**config.mk**
```make
export PLATFORM = sky130hd
export DESIGN_NAME = atari_bus_initiator
export DESIGN_NICKNAME = d
export VERILOG_FILES = /design/src/rtl/atari_bus_pkg.sv /design/src/rtl/phi2_phase_gen.sv /design/src/rtl/atari_bus_initiator.sv
export SDC_FILE = /design/constraint.sdc
export NUM_CORES = 1
export LEC_CHECK = 0
export BUFFER_PORTS_ARGS = -buffer_cell sky130_fd_sc_hd__buf_2
export CAP_MARGIN = 20
export CORE_ASPECT_RATIO = 1.5
export CORE_UTILIZATION = 40
export DETAILED_ROUTE_END_ITERATION = 10
export GPL_ROUTABILITY_DRIVEN = 0
export PLACE_DENSITY = 0.77
export REMOVE_ABC_BUFFERS = 1
export SLEW_MARGIN = 10
export SYNTH_ARGS = -nofsm -noshare
export SYNTH_HDL_FRONTEND = slang
export SYNTH_SLANG_ARGS = --single-unit
```
**constraint.sdc**
```tcl
create_clock -name clk -period 4.65 [get_ports clk]
set_input_delay 0.93 -clock clk [delete_from_list [all_inputs] [get_ports clk]]
set_output_delay 0.93 -clock clk [all_outputs]
set_load 0.05 [all_outputs]
```
**src/rtl/atari_bus_pkg.sv**
```systemverilog
// Shared constants and types for the Atari 7800 system-side bus initiator.
package atari_bus_pkg;

    localparam int PHI2_DIV_DEF = 15;
    localparam int PHI2_LOW_DEF = 8;

    localparam logic [15:0] ROM_BASE   = 16'h4000;
    localparam logic [15:0] POKEY_BASE = 16'h0450;
    localparam logic [15:0] POKEY_MASK = 16'hFFF0;
    localparam logic [15:0] MENU_CTRL  = 16'h2200;

    typedef enum logic [1:0] {
        IDLE = 2'd0,
        RD   = 2'd1,
        WR   = 2'd2,
        DMA  = 2'd3
    } state_t;

endpackage

```
**src/rtl/phi2_phase_gen.sv**
```systemverilog
// Free-running PHI2 phase counter with registered phi2 and period strobes.
module phi2_phase_gen #(
    parameter int PHI2_DIV = 15,
    parameter int PHI2_LOW = 8,
    parameter int PW       = $clog2(PHI2_DIV)
) (
    input  logic          clk,
    input  logic          reset_n,
    output logic [PW-1:0] phase,
    output logic [PW-1:0] phase_nxt,
    output logic          phi2,
    output logic          first_phase,
    output logic          last_phase
);

    logic [PW-1:0] phase_q, phase_d;
    logic          phi2_q, phi2_d;

    assign last_phase  = (phase_q == PW'(PHI2_DIV - 1));
    assign first_phase = (phase_q == '0);

    // phi2 is registered from the next phase so it lines up with phase_q.
    always_comb begin
        phase_d = last_phase ? '0 : phase_q + PW'(1);
        phi2_d  = (phase_d >= PW'(PHI2_LOW));
    end

    always_ff @(posedge clk) begin
        if (!reset_n) begin
            phase_q <= '0;
            phi2_q  <= 1'b0;
        end else begin
            phase_q <= phase_d;
            phi2_q  <= phi2_d;
        end
    end

    assign phase     = phase_q;
    assign phase_nxt = phase_d;
    assign phi2      = phi2_q;

endmodule

```
**src/rtl/atari_bus_initiator.sv**
```systemverilog
// Atari 7800 bus initiator: PHI2 generation, 6502 read/write and MARIA-style DMA reads.
module atari_bus_initiator
    import atari_bus_pkg::*;
#(
    parameter int PHI2_DIV = PHI2_DIV_DEF,
    parameter int PHI2_LOW = PHI2_LOW_DEF
) (
    input  logic        clk,
    input  logic        reset_n,
    input  logic        cmd_valid,
    output logic        cmd_ready,
    input  logic        cmd_rw,
    input  logic        cmd_dma,
    input  logic [15:0] cmd_addr,
    input  logic [7:0]  cmd_wdata,
    output logic        rsp_valid,
    output logic [7:0]  rsp_rdata,
    output logic [15:0] a,
    output logic        phi2,
    output logic        rw,
    output logic        halt,
    output logic [7:0]  d_out,
    output logic        d_oe,
    input  logic [7:0]  d_in,
    output logic [31:0] cycle_count
);

    localparam int PW = $clog2(PHI2_DIV);

    logic [PW-1:0] phase, phase_nxt;
    logic          first_phase, last_phase;

    phi2_phase_gen #(
        .PHI2_DIV (PHI2_DIV),
        .PHI2_LOW (PHI2_LOW),
        .PW       (PW)
    ) u_phase (
        .clk         (clk),
        .reset_n     (reset_n),
        .phase       (phase),
        .phase_nxt   (phase_nxt),
        .phi2        (phi2),
        .first_phase (first_phase),
        .last_phase  (last_phase)
    );

    state_t      state_q, state_d;
    logic [15:0] a_q, a_d;
    logic        rw_q, rw_d;
    logic        halt_q, halt_d;
    logic [7:0]  d_out_q, d_out_d;
    logic        d_oe_q, d_oe_d;
    logic        rsp_valid_q, rsp_valid_d;
    logic [7:0]  rsp_rdata_q, rsp_rdata_d;
    logic [31:0] cycle_count_q, cycle_count_d;

    assign cmd_ready = last_phase;

    always_comb begin
        state_d       = state_q;
        a_d           = a_q;
        rw_d          = rw_q;
        halt_d        = halt_q;
        d_out_d       = d_out_q;
        rsp_valid_d   = rsp_valid_q;
        rsp_rdata_d   = rsp_rdata_q;
        cycle_count_d = cycle_count_q;

        if (first_phase) begin
            rsp_valid_d = 1'b0;
        end

        // Period boundary: retire the current cycle and load the next one.
        if (last_phase) begin
            rsp_valid_d = (state_q != IDLE);
            if (state_q != IDLE) begin
                rsp_rdata_d   = (state_q == WR) ? 8'h00 : d_in;
                cycle_count_d = cycle_count_q + 32'd1;
            end

            if (cmd_valid) begin
                a_d    = cmd_addr;
                rw_d   = cmd_rw;
                halt_d = !(cmd_rw && cmd_dma);
                if (!cmd_rw) begin
                    d_out_d = cmd_wdata;
                    state_d = WR;
                end else if (cmd_dma) begin
                    state_d = DMA;
                end else begin
                    state_d = RD;
                end
            end else begin
                rw_d    = 1'b1;
                halt_d  = 1'b1;
                state_d = IDLE;
            end
        end

        // Pad is only driven while phi2 is high in a write period.
        d_oe_d = (state_d == WR) && (phase_nxt >= PW'(PHI2_LOW));
    end

    always_ff @(posedge clk) begin
        if (!reset_n) begin
            state_q       <= IDLE;
            a_q           <= 16'h0000;
            rw_q          <= 1'b1;
            halt_q        <= 1'b1;
            d_out_q       <= 8'h00;
            d_oe_q        <= 1'b0;
            rsp_valid_q   <= 1'b0;
            rsp_rdata_q   <= 8'h00;
            cycle_count_q <= 32'h0000_0000;
        end else begin
            state_q       <= state_d;
            a_q           <= a_d;
            rw_q          <= rw_d;
            halt_q        <= halt_d;
            d_out_q       <= d_out_d;
            d_oe_q        <= d_oe_d;
            rsp_valid_q   <= rsp_valid_d;
            rsp_rdata_q   <= rsp_rdata_d;
            cycle_count_q <= cycle_count_d;
        end
    end

    assign a           = a_q;
    assign rw          = rw_q;
    assign halt        = halt_q;
    assign d_out       = d_out_q;
    assign d_oe        = d_oe_q;
    assign rsp_valid   = rsp_valid_q;
    assign rsp_rdata   = rsp_rdata_q;
    assign cycle_count = cycle_count_q;

endmodule

```
==> flow_summary.json, run 1 <==
{
  "root_buffer": "clkbuf_16",
  "cp_top_family": "buffers and inverters",
  "ys_ff_latch": 75,
  "whs_ns": 0.448,
  "design.core.area_um2": 7610,
  "grtUsageMet1_pct": 20.9,
  "track_usage_pct": 18.9,
  "swShare_pct": 19.2,
  "antenna_found_initial": 0,
  "path_class": "flip-flop to output port",
  "diodes": 0,
  "crit_required_ns": 3.72,
  "synthArstFlopShare_pct": 0,
  "drive_above_1_share_pct": 26.6,
  "endpoint_kind": "output port",
  "insertion_delay_ns": 0.33,
  "fin_crit_sh_pct": 55.7,
  "cpPeakStageDelay_ns": 0.50,
  "fin_nets": 504,
  "combPwrFrac_pct": 2.5,
  "htreeDepth": 3,
  "detail-route-antenna-nets": 0,
  "dpl.hpwl_um": 5290,
  "synth_common_cells": "dfxtp_1, nand2_1, a21oi_1",
  "pwr-share-seq_pct": 45.8,
  "cts.sinks": 75,
  "postCtsHoldBufs": 0,
  "io-pin-count": 107,
  "multi_input_area_um2": 1490,
  "post_cts_resized": 0,
  "via_per_inst": 5.23,
  "drt-total-wl_um": 7490,
  "grt_pass1_vias": 2675,
  "grt_setup_unrepaired": "no",
  "num_rows": 39,
  "busiest_layer": "met2",
  "drtIter0Drc": 118,
  "fin_setup_tns_ns": 0,
  "synth_edf_count": 0,
  "grt_max_degree": 64,
  "worst_path_max_delay_cell": "dfxtp_1",
  "synth_top_area_share_pct": 48.0,
  "grt-ovfl-total": 0,
  "syn_area_um2": 3130,
  "synth-main-ff-cell": "dfxtp_1",
  "relSlewSlack_pct": 30.4,
  "dieArea_um2": 8190,
  "yosys_warnings": 0,
  "crit_buf_inv": 2,
  "use_met3_pct": 5.82,
  "period_needed_ns": 2.59,
  "drv_cap": 0,
  "seq_area_um2": 1500,
  "cp.arrival_ns": 1.66,
  "synthTopCellsByArea": "dfxtp_1, nand2_1, a21oi_1",
  "crit_chain": "nand4b_4 -> inv_1 -> buf_2",
  "cts_tree": "built",
  "synth_most_common_cell": "dfxtp_1",
  "status": "finished, final reports clean",
  "yosysUniqueCellTypes": 35,
  "maxSlewViolCount": 0,
  "cp-start-kind": "flip-flop",
  "worstPathMaxFanout": 11,
  "fin_skew_ns": 0.00631,
  "p_int_mw": 1.14,
  "initial_core_util_pct": 41.1,
  "hold_viol_final": 0,
  "io_buffers": 106,
  "clk_pin_slew_worst_paths_ns": 0.05,
  "firstDrtPassIters": 4,
  "peakVddDrop_mv": 0.258,
  "finalSetupViolCount": 0,
  "wire_per_inst_um": 13.1,
  "syn2layout_area_growth_pct": 28.5,
  "via_count": 2991,
  "numCtsBuffers": 9,
  "total_power_mw": 1.41,
  "fillers": 754,
  "seq_area_frac_synth_pct": 48.0,
  "p_leak_nw": 1.68,
  "cts_max_path_buffers": 2,
  "die_y_um": 110,
  "p_switching_mw": 0.272,
  "grt_first_pass_wirelength_um": 11900,
  "max_freq_mhz": 386,
  "syn_inst": 372,
  "avgSynthCellArea_um2": 8.41,
  "dieWidth_um": 74.2,
  "postCtsSetupRepairBufs": 0,
  "drc_errors": 0,
  "gr-usage-met2_pct": 32.2,
  "powerDensity_nw_per_um2": 352,
  "worst_slew_pin_slew_ns": 1.03,
  "hold_class": "flip-flop to flip-flop",
  "clkPwrFrac_pct": 51.6,
  "synth_top_area_cell": "dfxtp_1"
}
[logic make-up (layout without fill, tap and decap cells)]
group / after synthesis / count (layout) / share of synthesized area (%)
AND/OR/NAND/NOR: 160 / 160 / 26.5
AO/OA/AOI/OAI: 85 / 85 / 15.4
flip-flops: 75 / 75 / 48.0
buffers and inverters: 33 / 131 / 4.28
multiplexers: 10 / 10 / 3.20
XOR/XNOR: 8 / 8 / 2.24
adder cells (fa/ha/maj): 1 / 1 / 0.400
[metrics by stage]
stage	util [%]	area, µm²	setup WS (ns)	instances
final	52.8	4020	2.06	572
after detailed placement	48.5	3690	2.19	556
after CTS	52.6	4000	2.04	571
after floorplan	-	3030	2.50	347
after global routing	52.8	4020	1.94	572
after global placement	48.5	3690	2.25	556
[routing by layer]
layer,vias to the layer above,share of wire (%)
met2,92,50
li1,1512,-
met4,0,1.9
met3,12,6.3
met5,-,0
met1,1375,41
[final timing paths]
kind,startpoint,endpoint,slack [ns],cells past startpoint
hold reg to reg,a[8],a[8],0.45,2
hold / removal,a[8],a[8],0.45,2
setup / recovery,u_phase.phase[1],cmd_ready,2.06,3
setup reg to reg,cycle_count[0],cycle_count[26],2.51,5
[worst min-delay path, delay by kind of cell, from the launching register on]
family / cells / cell delay (ns)
flip-flops: 1 / 0.30
AND/OR/NAND/NOR: 1 / 0.05
AO/OA/AOI/OAI: 1 / 0.05
[registers in the layout, summed over array words and instances (netlist names)]
signal / count
rsp_valid: 1
state_q: 2
u_phase.phase: 4
d_oe: 1
d_out: 8
halt: 1
a: 16
cycle_count: 32
u_phase.phi2: 1
rsp_rdata: 8
rw: 1
[placed cells by master, fill, tap and decap left out, types with 7 or more instances in the layout]
| master | count |
|---|---|
| buf_2 | 106 |
| dfxtp_1 | 75 |
| nand2_1 | 62 |
| a21oi_1 | 45 |
| nor2_1 | 21 |
| o21ai_0 | 18 |
| nand3_1 | 12 |
| nor4_1 | 10 |
| mux2i_1 | 10 |
| o31ai_1 | 10 |
| or4_1 | 10 |
| nand4_1 | 9 |
| clkbuf_16 | 9 |
| a22oi_1 | 8 |
| nand2b_1 | 8 |
| inv_1 | 7 |
[power groups by stage]
stage          logic, mW  registers (mW)  clock network [mW]
6_report          0.0357           0.649               0.730
5_1_grt           0.0399           0.649               0.771
4_1_cts           0.0345           0.649               0.740
3_5_place_dp      0.0345           0.663                   0
3_3_place_gp      0.0336           0.662                   0
2_1_floorplan     0.0117           0.662                   0
[cell type report]
class | instances | share of cell area, %
well taps | 102 | 3.17
inverters | 8 | 0.747
clock buffers | 13 | 6.22
flip-flops and latches | 75 | 37.3
repair buffers | 108 | 13.9
clock inverters | 2 | 1.49
multi-input cells | 264 | 37.1
No activity file was read; power rests on OpenSTA's default activity.
==> run 2, diff against run 1 <==
- ABC_AREA: unset -> 1
- PLACE_DENSITY: 0.77 -> 0.79
- clock period: 4.65 -> 2.22 ns (I/O delays scaled with it)
==> flow_summary.json, run 2 <==
{
  "drc_errors": 0,
  "design.core.area_um2": 7960,
  "rrSetupSlack_ns": 0.46,
  "crit_cells": 3,
  "initial_core_util_pct": 41.1,
  "grt_setup_unrepaired": "no",
  "cp-start-kind": "flip-flop",
  "drt-total-wl_um": 8410,
  "fin_skew_ns": 0.00836,
  "wire_per_inst_um": 12.3,
  "grt_max_degree": 26,
  "synth_common_cells": "nand2_1, dfxtp_1, nor2_1",
  "synth_edf_count": 0,
  "worst_slew_pin_slew_ns": 0.413,
  "avgSynthCellArea_um2": 6.98,
  "yosysUniqueCellTypes": 31,
  "numCtsBuffers": 9,
  "fin_cells": 686,
  "hold_viol_final": 0,
  "grt_first_pass_wirelength_um": 13600,
  "rr_worst_depth": 8,
  "period_needed_ns": 1.95,
  "endpoint_kind": "output port",
  "diodes": 0,
  "cts_max_path_buffers": 2,
  "largest_reg_flops": 32,
  "drive_above_1_share_pct": 24.1,
  "cts.sinks": 75,
  "synth_top_area_cell": "dfxtp_1",
  "cp_top_family": "simple AND/OR/NAND/NOR gates",
  "die_y_um": 113,
  "dieArea_um2": 8550,
  "cp.arrival_ns": 1.50,
  "htreeDepth": 3,
  "synth-main-ff-cell": "dfxtp_1",
  "dieWidth_um": 75.8,
  "antenna_found_initial": 0,
  "layout_commonest_cell": "nand2_1",
  "placedCellCount": 671,
  "drv_cap": 0,
  "r2r-end": "state_q[1]",
  "seq_area_frac_synth_pct": 45.9,
  "max_freq_mhz": 513,
  "synth_top_area_share_pct": 45.9,
  "path_class": "flip-flop to output port",
  "p_leak_nw": 1.92,
  "crit_buf_inv": 1,
  "crit_chain": "nand2_2 -> nor2_8 -> buf_2",
  "dpl.hpwl_um": 6270,
  "grt-ovfl-total": 0,
  "total_power_mw": 2.75,
  "fin_crit_sh_pct": 87.8,
  "postCtsHoldBufs": 0,
  "grt_pass1_vias": 3089,
  "crit_end": "cmd_ready",
  "io_buffers": 106,
  "firstDrtPassIters": 4,
  "io-pin-count": 107,
  "cpPeakStageDelay_ns": 0.38,
  "powerDensity_nw_per_um2": 660,
  "cts_tree": "built",
  "via_per_inst": 4.87,
  "post_cts_resized": 0,
  "min_from": "cmd_wdata[1]",
  "maxSlewViolCount": 0,
  "yosys_warnings": 0,
  "ys_ff_latch": 75,
  "worstPathMaxFanout": 19,
  "startpoint": "u_phase.phase[3]",
  "syn_inst": 469,
  "root_buffer": "clkbuf_16",
  "via_count": 3340,
  "fin_nets": 615,
  "detail-route-antenna-nets": 0,
  "drtIter0Drc": 230,
  "synthArstFlopShare_pct": 0,
  "finalSetupViolCount": 0,
  "synthTopCellsByArea": "dfxtp_1, nand2_1, nor2_1",
  "track_usage_pct": 20.9,
  "relSlewSlack_pct": 72.2,
  "fin_setup_tns_ns": 0,
  "clk_pin_slew_worst_paths_ns": 0.06,
  "syn2layout_area_growth_pct": 27.5,
  "insertion_delay_ns": 0.34,
  "num_rows": 40,
  "postCtsSetupRepairBufs": 0,
  "final_cell_mix": "nand2_1, buf_2, nor2_1, dfxtp_1, inv_1",
  "fillers": 796,
  "hold_class": "input pin to flip-flop",
  "status": "finished, final reports clean",
  "timing.rr.start": "u_phase.phase[3]",
  "syn_area_um2": 3270,
  "crit_required_ns": 1.78,
  "worst_path_max_delay_cell": "dfxtp_1",
  "peakVddDrop_mv": 0.553,
  "synth_most_common_cell": "nand2_1"
}
-- run 2: how the worst min path moves through the flow --
stage / slack [ns] / cells after the start / to
final: 0.33 / 3 / d_out[1]
after global routing: 0.33 / 3 / d_out[2]
after CTS: 0.32 / 3 / d_out[1]
after detailed placement: 0.45 / 2 / a[5]
after global placement: 0.45 / 2 / rsp_rdata[0]
after floorplan: 0.46 / 1 / u_phase.phase[0]
-- run 2: routing by layer --
metal / track usage, % / routed length, µm / vias up
met5: 0 / 0 / -
met3: 6.06 / 532 / 24
met2: 35.9 / 4250 / 119
li1: - / - / 1709
met1: 21.8 / 3290 / 1488
met4: 12.2 / 337 / 0
-- run 2: layout make-up --
type                    count  area [µm²]  share of cell area, %
clock buffers               9         225                   5.40
flip-flops and latches     75        1500                   36.0
repair buffers            109         553                   13.3
clock inverters             6        42.5                   1.02
multi-input cells         324        1500                   36.0
inverters                  58         218                   5.22
well taps                 105         131                   3.15
-- run 2: logic make-up (layout without fill, tap and decap cells) --
logic type | after synthesis | in the layout | synth area share [%]
adders and majority gates | 1 | 1 | 0.382
and+or+nand+nor | 250 | 250 | 33.2
xor gates and xnor gates | 6 | 6 | 1.61
AOI/OAI and AO/OA | 67 | 67 | 10.7
buffers and inverters | 70 | 182 | 8.26
DFF | 75 | 75 | 45.9
-- run 2: worst reg2reg max path, stage by stage, from the launching register on --
cell,delay [ns]
dfxtp_1,0.38
nand2_2,0.13
nor2_8,0.32
nand2_4,0.22
inv_2,0.27
o21ai_0,0.14
o21ai_1,0.09
inv_1,0.07
nor2_1,0.09
-- run 2: power breakdown --
part	internal (mW)	switching (mW)	total, mW
combinational	0.0351	0.0469	0.0820
clock	0.750	0.565	1.32
sequential	1.35	0.00505	1.35
total	2.14	0.617	2.75
-- run 2: stage by stage --
step | hold slack (ns) | util (%) | setup slack (ns) | instance area, µm²
global placement | 0.447 | 49.1 | 0.551 | 3900
global route | 0.332 | 52.4 | 0.192 | 4170
floorplan | 0.460 | - | 0.362 | 3220
detailed placement | 0.455 | 49.1 | 0.455 | 3900
finish | 0.328 | 52.4 | 0.271 | 4170
CTS | 0.317 | 52.4 | 0.252 | 4170
